--- config.mk ---
export PLATFORM = sky130hd
export DESIGN_NAME = lcd_driver
export DESIGN_NICKNAME = d
export VERILOG_FILES = /design/src/rtl/lcd_driver.sv
export SDC_FILE = /design/constraint.sdc
export NUM_CORES = 1
export LEC_CHECK = 0
export ABC_AREA = 1
export CAP_MARGIN = 25
export CORE_MARGIN = 10
export CORE_UTILIZATION = 52
export DETAILED_ROUTE_END_ITERATION = 7
export GPL_TIMING_DRIVEN = 0
export HOLD_SLACK_MARGIN = 0.03
export PLACE_DENSITY = 0.75
export SYNTH_ARGS = -nofsm -noshare
export SYNTH_HDL_FRONTEND = slang
export SYNTH_SLANG_ARGS = --single-unit
--- constraint.sdc ---
create_clock -name clk -period 2.1 [get_ports clk]
set_clock_uncertainty 0.2 [all_clocks]
set_input_delay 0.21 -clock clk [delete_from_list [all_inputs] [get_ports clk]]
set_output_delay 0.21 -clock clk [all_outputs]
set_load 0.05 [all_outputs]
--- src/rtl/lcd_driver.sv ---
`default_nettype none
// ============================================================================
//  Module      : lcd_driver
//  Description : Write-cycle generator for an HD44780-compatible character
//                LCD in 8-bit parallel mode. Latches one command/data byte per
//                request, applies RS/DB setup time, produces a fixed-width E
//                pulse, holds the bus, then enforces a recovery interval
//                before the next request is accepted.
//  Ports       : clk          - system clock, rising edge
//                rst          - asynchronous active-low reset
//                lcd_data_in  - byte to write
//                lcd_send     - write request (level, sampled when idle)
//                rs_select    - 0 = command register, 1 = data register
//                lcd_rs       - LCD RS pin (registered)
//                lcd_en       - LCD E pin (registered)
//                lcd_data_bus - LCD DB7..DB0 (registered)
//                lcd_busy     - transaction in progress (registered)
//  Revision    : 1.0 - initial release
// ============================================================================
module lcd_driver #(
    parameter int SETUP_CYCLES = 3,
    parameter int EN_CYCLES    = 25,
    parameter int HOLD_CYCLES  = 2,
    parameter int WAIT_CYCLES  = 2000
) (
    input  logic       clk,
    input  logic       rst,
    input  logic [7:0] lcd_data_in,
    input  logic       lcd_send,
    input  logic       rs_select,
    output logic       lcd_rs,
    output logic       lcd_en,
    output logic [7:0] lcd_data_bus,
    output logic       lcd_busy
);

    // Terminal timer values: a state lasting N clocks advances when the
    // timer, cleared on entry, has reached N-1.
    localparam logic [15:0] C_SETUP_LAST = 16'(SETUP_CYCLES - 1);
    localparam logic [15:0] C_EN_LAST    = 16'(EN_CYCLES - 1);
    localparam logic [15:0] C_HOLD_LAST  = 16'(HOLD_CYCLES - 1);
    localparam logic [15:0] C_WAIT_LAST  = 16'(WAIT_CYCLES - 1);

    typedef enum logic [2:0] {
        S_IDLE  = 3'd0,
        S_SETUP = 3'd1,
        S_PULSE = 3'd2,
        S_HOLD  = 3'd3,
        S_WAIT  = 3'd4
    } state_t;

    state_t      state_q;
    logic [15:0] timer_q;
    logic        rs_q;
    logic        en_q;
    logic [7:0]  data_q;
    logic        busy_q;

    logic [15:0] timer_last_d;
    logic        timer_done_d;

    always_comb begin
        timer_last_d = 16'd0;
        case (state_q)
            S_SETUP: timer_last_d = C_SETUP_LAST;
            S_PULSE: timer_last_d = C_EN_LAST;
            S_HOLD:  timer_last_d = C_HOLD_LAST;
            S_WAIT:  timer_last_d = C_WAIT_LAST;
            default: timer_last_d = 16'd0;
        endcase
        timer_done_d = (timer_q == timer_last_d);
    end

    always_ff @(posedge clk or negedge rst) begin
        if (!rst) begin
            state_q <= S_IDLE;
            timer_q <= 16'd0;
            rs_q    <= 1'b0;
            en_q    <= 1'b0;
            data_q  <= 8'h00;
            busy_q  <= 1'b0;
        end else begin
            case (state_q)
                S_IDLE: begin
                    timer_q <= 16'd0;
                    if (lcd_send) begin
                        data_q  <= lcd_data_in;
                        rs_q    <= rs_select;
                        busy_q  <= 1'b1;
                        state_q <= S_SETUP;
                    end
                end
                S_SETUP: begin
                    if (timer_done_d) begin
                        timer_q <= 16'd0;
                        en_q    <= 1'b1;
                        state_q <= S_PULSE;
                    end else begin
                        timer_q <= timer_q + 16'd1;
                    end
                end
                S_PULSE: begin
                    if (timer_done_d) begin
                        timer_q <= 16'd0;
                        en_q    <= 1'b0;
                        state_q <= S_HOLD;
                    end else begin
                        timer_q <= timer_q + 16'd1;
                    end
                end
                S_HOLD: begin
                    if (timer_done_d) begin
                        timer_q <= 16'd0;
                        state_q <= S_WAIT;
                    end else begin
                        timer_q <= timer_q + 16'd1;
                    end
                end
                S_WAIT: begin
                    if (timer_done_d) begin
                        timer_q <= 16'd0;
                        // The edge that ends recovery is also the first edge
                        // at which a new request may be captured, so a held
                        // request restarts without an idle gap.
                        if (lcd_send) begin
                            data_q  <= lcd_data_in;
                            rs_q    <= rs_select;
                            state_q <= S_SETUP;
                        end else begin
                            busy_q  <= 1'b0;
                            state_q <= S_IDLE;
                        end
                    end else begin
                        timer_q <= timer_q + 16'd1;
                    end
                end
                default: begin
                    timer_q <= 16'd0;
                    en_q    <= 1'b0;
                    busy_q  <= 1'b0;
                    state_q <= S_IDLE;
                end
            endcase
        end
    end

    assign lcd_rs       = rs_q;
    assign lcd_en       = en_q;
    assign lcd_data_bus = data_q;
    assign lcd_busy     = busy_q;

endmodule
`default_nettype wire

# Word-level counts from Yosys, hierarchy flattened
# Cells that the tools add are included.
[op_classes] bitwise_logic=2 reduce_logical=9 eq_ne=11 muxes=23 add_sub_neg=1
[ops] op="$pmux 11 s4" n=1
[ops] op="$mux 16" n=2
[ops] op="$add 16x1->16 const B" n=1
[ops] op="$eq 16x16->1" n=1
[ops] op="$mux 8" n=2
[ops] op="$pmux 8 s2" n=1
[ops] op="$mux 3" n=5
[ops] op="$pmux 3 s5" n=1
[ops] op="$ne 2x2->1 const B" n=6
[ops] op="$mux 1" n=8
[ops] op="$eq 3x2->1 const B" n=2
[ops] op="$pmux 1 s3" n=2
[ops] op="$reduce_or 3->1" n=2
[ops] op="$reduce_and 5->1" n=1
[ops] op="$reduce_and 4->1" n=1
[ops] op="$reduce_or 4->1" n=1
[ops] op="$eq 3x1->1 const B" n=1
[ops] op="$eq 3x3->1 const B" n=1
[ops] op="$logic_not 3->1" n=1
[ops] op="$reduce_and 3->1" n=1
[ops] op="$not 1->1" n=2
[ops] op="$pmux 1 s2" n=1
[ops] op="$reduce_and 2->1" n=1
[ops] op="$reduce_bool 2->1" n=1
[word_totals] out_inout_bits=11 wordCells=52 regBits=30

# Longest topological paths before layout
[depth] ltp_word=5 ltp_mapped=13

# Worst setup path after synthesis
# No wires, ideal clock.
[synth_timing] kind="reg-to-reg" from="reg state_q[0]" to="reg timer_q[12]" synth_period_minus_slack_ns=1.770 setup_slack_ns=0.330 required_ns=1.781 setup_ns=0.119 stages_incl_launch_ff=12 arrival_time_ns=1.450 cell_sequence="dfrtp_1 > nor2_4 > nand2_4 > nand2_1 > nand2_1 > inv_1 > nand2_1 > nor2_2 > nand3_4 > nand2_8 > buf_12 > nor2_2"
[synth_between] elab_chain_len=5 word_cells_on_any_way=9 classes_between="eq/ne: 5; mux: 3; reduce/logical: 1"
[synth_rtl] item="start: declaration" line_no="52" text="state_t state_q;"
[synth_rtl] item="start signal: assignment" line_no="76" text="state_q <= S_IDLE;"
[synth_rtl] item="start signal: assignment" line_no="90" text="state_q <= S_SETUP;"
[synth_rtl] item="start signal: assignment" line_no="97" text="state_q <= S_PULSE;"
[synth_rtl] item="$eq 3x3->1, or another cell as far along" line_no="64, 83"
[synth_rtl] item="$pmux 11 s4" line_no="64" text="case (state_q)"
[synth_rtl] item="$eq 16x16->1" line_no="71" text="timer_done_d = (timer_q == timer_last_d);"
[synth_rtl] item="$mux 16"
[synth_rtl] item="$mux 16 *"
[synth_rtl] item="end signal: assignment" line_no="99" text="timer_q <= timer_q + 16'd1;"
[synth_rtl] item="end signal: assignment" line_no="108" text="timer_q <= timer_q + 16'd1;"
[synth_rtl] item="end signal: assignment" line_no="116" text="timer_q <= timer_q + 16'd1;"
[synth_rtl] item="end: declaration" line_no="53" text="logic [15:0] timer_q;"
# Mark *: on every way between the ends. The rest lies on a longest branch, timed or not.
# A chain may end at the register's enable or synchronous reset.

# Worst setup path in the final report
# Ends and elaborated chain as after synthesis.

==> out/qor.txt <==
first-pass GRT wire length: 6.251 mm
# Max-Cap Violations: 0
share of cells above drive strength 1: 15.20%
Crit path buffers/inverters: 2
reg2reg path depth: 11
Pwr Density: 1416 mW/mm²
Seq cells post-synth: 30
Mapped Area: 0.001703 mm²
hold crit path type: in -> async
DR iter-0 viols: 90
total power: 0.002960 W
ranking of synthesized cells by area: dfrtp_1, nand2_1, nand3_1
Post-Route WL: 3.554 mm
final setup TNS: 0 ns
critical path depth in cells: 11
ant diodes: 0
io pins: 23
worst IR drop on VDD: 0.001259 V
final critical-path share of the clock period: 93.56%
Mean Syn Cell Area: 7.776 µm²
vias in the first global route: 1,441
cts hold-fix bufs: 0
yosys synthesis warning count: 0
crit end category: flop
CP max stage delay: 0.48 ns
core area: 0.003103 mm²
Area Growth Syn to Fin: 22.78%
Final Net Count: 262
Max Freq: 508.9 MHz
Post-DP Area: 0.002006 mm²
DRT Pass-1 Iters: 4
P_leak: 1.050 nW
CP Cell Sequence: nor2_4 > nand2_4 > nand2_1 > nand2_1 > inv_1 > nand2_1 > nor2_2 > nand3_4 > nand2_8 > buf_12 > nor2_2
DR vias: 1,434
RSZ-0062 raised after global routing: true
drc violations: 0
Longest Clk Path Bufs: 2
Syn Inst Count: 219
die width: 77.23 µm
Die ar.: 0.005964 mm²
Top delay family on crit path: simple AND/OR/NAND/NOR gates
Least-Margin Pin Slew: 0.7278 ns
largest net degree at the start of global routing: 18
Synth cell types: 27
post-synthesis sequential area ratio: 44.09%
final instance count without filler cells: 294
relative slew slack: 51.33%
initial core utilization: 54.88%
most frequent cells in the layout: nand2_1, nand3_1, dfrtp_1
Yosys top cell by area: dfrtp_1
CTS tree: done
Reg clk slew, reported paths: 0.10 ns
drt wl/cell: 12.09 µm
initial antenna violation count: 0
crit path kind: reg -> reg
top-area cell type share of the netlist area: 44.09%
Vias/cell: 4.878
placed insts: 286
gr ovfl total: 0
Final ANT Viol Nets: 0
status: finished clean
Fin Hold WS: 0.1092 ns
startpoint types: flop
CTS Buf Count: 5
worst skew pair latency: 0.33 ns
IO Port Bufs: 22
WP data required: 2.12 ns
Finished Cell Area: 0.002091 mm²
CTS root buf: clkbuf_4
number of core rows: 20
clk sink count: 30
net count after synthesis: 232
most common cell after layout, fill and taps aside: nand2_1
# setup viols final: 0
Die Y-Extent: 77.23 µm
hpwl dp: 2.781 mm
crit path max fanout: 10
critical path arrival: 1.99 ns
GR Util All Layers: 12.58%
Placer Congestion: 0.8278
Slowest cell on crit path: dfrtp_1
min cycle time layout: 1.965 ns
most used cell, CP: nand2_1
Final Max Slew Viols: 0
final hold vios: 0
H-tree depth: 2
==> layout make-up <==
type | count | area, µm²
clock buffers | 8 | 78.83
plain buffers | 3 | 32.53
repair buffers | 23 | 247.7
inverters | 28 | 105.1
well taps | 44 | 55.05
fillers | 285 | 1012
multi-input cells | 158 | 819.5
flip-flops and latches | 30 | 752.0
==> per-layer routing <==
metal | global-route usage [%] | routed length, µm | up-vias | share of wire (%)
met5 | 0 | 0 | - | 0
met4 | 4.015 | 34 | 0 | 0.96
met3 | 4.079 | 127 | 5 | 3.6
met2 | 20.48 | 1709 | 21 | 48
met1 | 15.27 | 1682 | 663 | 47
li1 | - | - | 745 | -
==> report_power, final <==
part | internal [W] | switching [W] | leakage [nW]
Sequential | 0.000716 | 0.000114 | 0.398
Clock | 0.000229 | 0.000203 | 0.0446
Combinational | 0.000590 | 0.00111 | 0.607
==> cells in the mapped netlist, drive strengths merged <==
| cell type | n |
|---|---|
| buf | 3 |
| dfrtp | 30 |
| ha | 1 |
| inv | 28 |
| nand2 | 62 |
| nand3 | 34 |
| nand4 | 4 |
| nor2 | 37 |
| nor3 | 3 |
| o21ai | 6 |
| o21bai | 1 |
| o22ai | 1 |
| or2 | 3 |
| xor2 | 6 |
==> flip-flops by register name, summed over array words and instances, names as in the netlist <==
name and flops:
timer_q 16, lcd_data_bus 8, state_q 3, lcd_busy 1, lcd_en 1, lcd_rs 1
==> per-stage QoR <==
stage / util (%) / setup WS [ns]
detailed placement: 64.64 / 0.09902
global placement: 63.75 / 0.07116
finish: 67.38 / 0.1351
global route: 67.38 / -0.003212
floorplan: - / 0.3302
CTS: 67.18 / 0.02242
==> timing repair <==
action | in CTS | in global routing
endpoints found under the setup margin | 0 | 20
resized for setup | 0 | 3
buffers inserted | 0 | 0
==> worst paths after layout <==
check                                              end                    from  slack [ns]
min reg2reg                       lcd_busy$_DFFE_PN0P_    lcd_busy$_DFFE_PN0P_        0.30
min in group clk           lcd_data_bus[6]$_DFFE_PN0P_          lcd_data_in[6]        0.23
min                             state_q[2]$_DFFE_PN0P_                     rst        0.11
max                              timer_q[12]$_DFF_PN0_  state_q[0]$_DFFE_PN0P_        0.14
max reg2reg                      timer_q[12]$_DFF_PN0_  state_q[0]$_DFFE_PN0P_        0.14
max in group asynchronous         timer_q[0]$_DFF_PN0_                     rst        1.05
==> cells by family (layout without fill, tap and decap cells) <==
kind of cell | count (synthesis) | after routing | synth area share (%)
fa+ha+maj | 1 | 1 | 0.7346
compound gates | 8 | 8 | 2.572
simple gates | 143 | 143 | 41.00
buf+inv | 31 | 62 | 8.082
flops | 30 | 30 | 44.09
xor+xnor | 6 | 6 | 3.527
(Power assumes the default switching activity.)
==> RTL change 1, RTL diff (same settings) <==
Set the parameter `EN_CYCLES` to 24 (it was 25).
--- a/src/rtl/lcd_driver.sv
+++ b/src/rtl/lcd_driver.sv
@@ -21,3 +21,3 @@
     parameter int SETUP_CYCLES = 3,
-    parameter int EN_CYCLES    = 25,
+    parameter int EN_CYCLES    = 24,
     parameter int HOLD_CYCLES  = 2,
Formal check against the unedited RTL: same outputs for any inputs over 10 cycles, from zero or initial values and one cycle with rst low; that may be too few to reach the edited logic, so the function may still have changed.
==> RTL change 1 against the unedited design <==
  * Power down 9.1%
  * Largest power group unchanged
  * Cell count shrank 2.4%
  * Sequential share of layout area rose by 1.6 points
  * Synthesized area is 4.6% lower
  * Sequential cell count is the same
  * Routed wire length fell by 5.2%
  * Setup slack got worse by 0.019 ns
  * Critical path depth fell by 3
  * Non-clock buffer count unchanged
  * Global-route usage is essentially flat
  * First-iteration DRC count down 6.7%
  * Design area decreased by 4.0%
  * Combinational power shrank 12%
==> RTL change 1: results (changes against the unedited design) <==
metric;value;unit;change
status;finished, final reports clean;;
Worst Setup Slack post-DPL;0.146;ns;+0.0474 ns
final net count;255;;-2.7%
Critical Path Slowest Stage Cell;dfrtp_1;;
global-route wire length before repair;6.11;mm;-2.2%
met3 track utilization from global routing;5.66;%;+1.6 points
antenna violations before repair;0;;unchanged
Placed Instance Area;1930;sq um;-3.9%
switching fraction of total power;48.3;%;+0.16 points
clock latency on the worst-skew pair;0.33;ns;about the same
Starting DRT DRC Count;84;;-6.7%
number of detailed-route iterations in the first pass;4;;unchanged
mean instance size in the synthesized netlist;7.70;sq um;-0.94%
all-layer global routing usage;12.6;%;-0.023 points
ant diodes;0;;unchanged
maximum ir drop on the vdd rail;0.000727;V;-42%
met2 WL post-DR;1.43;mm;-16%
Routed met3 length;283;um;+120%
sequential power share;31.2;%;+3.1 points
R2R setup slack;0.12;ns;-0.02 ns
average wire per standard cell;11.7;um;-2.9%
vias after detailed routing;1390;;-3.1%
GRT met2 Usage;18.5;%;-2.0 points
biggest area contributors in the synthesized netlist;dfrtp_1 (46%), nand2_1 (13%), nor2_1 (7.2%);;
H-tree level count;2;;unchanged
HP Class;primary input to asynchronous set/reset pin;;
uppermost layer routed;met4;;
post-synth net total;224;;-3.4%
placed cell count;278;;-2.8%
maximum number of pins on one net before global-route repair;21;;+3
Leak Pwr;0.986;nW;-6.1%
cells on worst reg2reg path;8;;-3
Placer Congestion;0.825;;-0.30%
post-layout instance count excluding filler cells;287;;-2.4%
number of distinct library cells after synthesis;29;;+7.4%
share of power burned in combinational logic;55.4;%;-2.0 points
CP arrival;2.01;ns;+0.02 ns
launch point of the worst reg-to-reg path;timer_q[12]$_DFF_PN0_;;
top cells by instance count after synthesis;nand2_1 (58), nor2_1 (31), dfrtp_1 (30);;
max_slew headroom;61.5;%;+10 points
met1 routing resource usage after global routing;15.1;%;-0.18 points
placed wire-length estimate;2.57;mm;-7.6%
WL met1;1.59;mm;-5.7%
cell area after technology mapping;1630;sq um;-4.6%
CP peak stage delay;0.43;ns;-0.05 ns
portion of the post-synthesis area used by sequential elements;46.2;%;+2.1 points
fraction of final layout cells with drive strength greater than 1;10.3;%;-4.9 points
## RTL change 1: worst max-delay path by stage
stage                                      start                     endpoint  slack (ns)  depth (start not counted)
final                      timer_q[12]$_DFF_PN0_        timer_q[12]$_DFF_PN0_        0.12                          8
after CTS                  timer_q[12]$_DFF_PN0_  lcd_data_bus[5]$_DFFE_PN0P_        0.13                          9
after detailed placement   timer_q[12]$_DFF_PN0_  lcd_data_bus[1]$_DFFE_PN0P_        0.15                          9
after global placement                       rst       state_q[2]$_DFFE_PN0P_         0.1                          1
after global routing      state_q[1]$_DFFE_PN0P_         timer_q[6]$_DFF_PN0_        0.02                          9
after floorplan            timer_q[12]$_DFF_PN0_  lcd_data_bus[0]$_DFFE_PN0P_        0.34                          9
## RTL change 1: kinds of logic (layout without fill, tap and decap cells)
logic type	count (synthesis)	in the layout	share of synthesized area [%]
XOR/XNOR	6	6	3.23
AO/OA/AOI/OAI	9	9	3.54
flip-flops	30	30	46.2
AND/OR/NAND/NOR	137	137	39.3
adder cells (fa/ha/maj)	1	1	0.770
buffers and inverters	28	60	6.93
## RTL change 1: per-stage QoR
step	total power [W]	hold slack [ns]	utilization, %
2_1_floorplan	0.00191	-0.286	-
3_3_place_gp	0.00230	0.253	62.8
3_5_place_dp	0.00231	0.259	63.7
4_1_cts	0.00268	0.0489	65.7
5_1_grt	0.00291	0.0648	66.3
6_report	0.00269	0.0404	66.3
## RTL change 1: area by class of cell
type	instances	area (sq um)
Sequential cell	30	753
Multi-Input combinational cell	153	771
Inverter	26	97.6
Buffer	2	15.0
Tap cell	44	55.1
Clock buffer	7	55.1
Clock inverter	1	5.00
Timing Repair Buffer	24	255
Fill cell	253	1020
## RTL change 1: repair_timing
item	4_1_cts	5_1_grt
gates resized for setup	0	3
setup buffers	0	1
endpoints found under the setup margin	0	8
==> RTL change 2, RTL diff (same flow settings) <==
Without the edit above. Encoding of `state_t`: now one-hot (5 bits for 5 states).
--- a/src/rtl/lcd_driver.sv
+++ b/src/rtl/lcd_driver.sv
@@ -43,8 +43,8 @@
 
-    typedef enum logic [2:0] {
-        S_IDLE  = 3'd0,
-        S_SETUP = 3'd1,
-        S_PULSE = 3'd2,
-        S_HOLD  = 3'd3,
-        S_WAIT  = 3'd4
+    typedef enum logic [4:0] {
+        S_IDLE  = 5'b00001,
+        S_SETUP = 5'b00010,
+        S_PULSE = 5'b00100,
+        S_HOLD  = 5'b01000,
+        S_WAIT  = 5'b10000
     } state_t;
Check against the original RTL: no difference found for any inputs over 10 cycles, from zero or initial values and one cycle with rst low; not proved beyond that.
==> RTL change 2 against the unedited design <==
  * Power is 15% lower
  * Critical path depth rose by 1
  * Clock power down 15%
  * Synthesized area rose by 6.5%
  * Setup slack worse by 0.037 ns
  * Routed wire length grew 7.7%
  * Largest cell class unchanged
  * Design area increased by 5.1%
  * Synthesized cell count increased by 10%
  * Highest routed layer unchanged
  * Sequential cell count increased by 2
==> RTL change 2: results (changes against the unedited design) <==
metric;value;unit;change
post-synth net total;254;;+9.5%
final-layout clock buffer total;6;;-2
multi-input combinational cell count;175;;+11%
all-layer global routing usage;13.3;%;+0.71 points
maximum number of pins on one net before global-route repair;33;;+15
number of distinct library cells after synthesis;29;;+7.4%
Leak Pwr;1.13;nW;+7.6%
Pwr per Cell Area;1140;nW/um^2;-20%
data required time at the worst endpoint;2.10;ns;-0.02 ns
Worst Setup Slack post-DPL;0.0230;ns;-0.0760 ns
Placed Instance Area;2090;sq um;+4.0%
post-synthesis register bit count;32;;+6.7%
HP Class;primary input to flop;;
status;finished, final reports clean;;
share of cell area taken by multi-input logic gates;40.4;%;+1.2 points
global-route wire length before repair;6.74;mm;+7.8%
average wire per standard cell;12.0;um;-1.0%
placed cell count;309;;+8.0%
fraction of final layout cells with drive strength greater than 1;13.5;%;-1.7 points
Critical Path Slowest Stage Cell;dfstp_2;;
mean instance size in the synthesized netlist;7.52;sq um;-3.3%
area share of xor/xnor cells in the synthesized design;4.35;%;+0.82 points
total combinational power;0.00129;W;-24%
biggest area contributors in the synthesized netlist;dfrtp_1 (43%), nand2_1 (14%), nand3_1 (8.0%);;
Placer Congestion;0.840;;+1.5%
post-synthesis share of cell area spent on full adders, half adders and majority gates;0.690;%;-0.045 points
portion of the post-synthesis area used by sequential elements;44.2;%;+0.15 points
-- RTL change 2: changes by cell type after synthesis, sizes merged, moves of 2 or more --
cell   change
xor2       +2
nor2       +8
inv        +2
nand2     +10
or2        -3
o21ai      -5
-- RTL change 2: path summary, 6_finish.rpt --
| path | startpoint | end | slack (ns) | cells past startpoint |
|---|---|---|---|---|
| max | state_q[0]$_DFFE_PN1P_ | lcd_busy$_DFFE_PN0P_ | 0.1 | 12 |
| min | lcd_data_in[3] | lcd_data_bus[3]$_DFFE_PN0P_ | 0.21 | 3 |
| max reg2reg | state_q[0]$_DFFE_PN1P_ | lcd_busy$_DFFE_PN0P_ | 0.1 | 12 |
| min reg2reg | lcd_en$_DFFE_PN0P_ | lcd_en$_DFFE_PN0P_ | 0.28 | 2 |
| max in group asynchronous | rst | timer_q[4]$_DFF_PN0_ | 0.98 | 2 |
| min in group asynchronous | rst | timer_q[8]$_DFF_PN0_ | 0.26 | 2 |
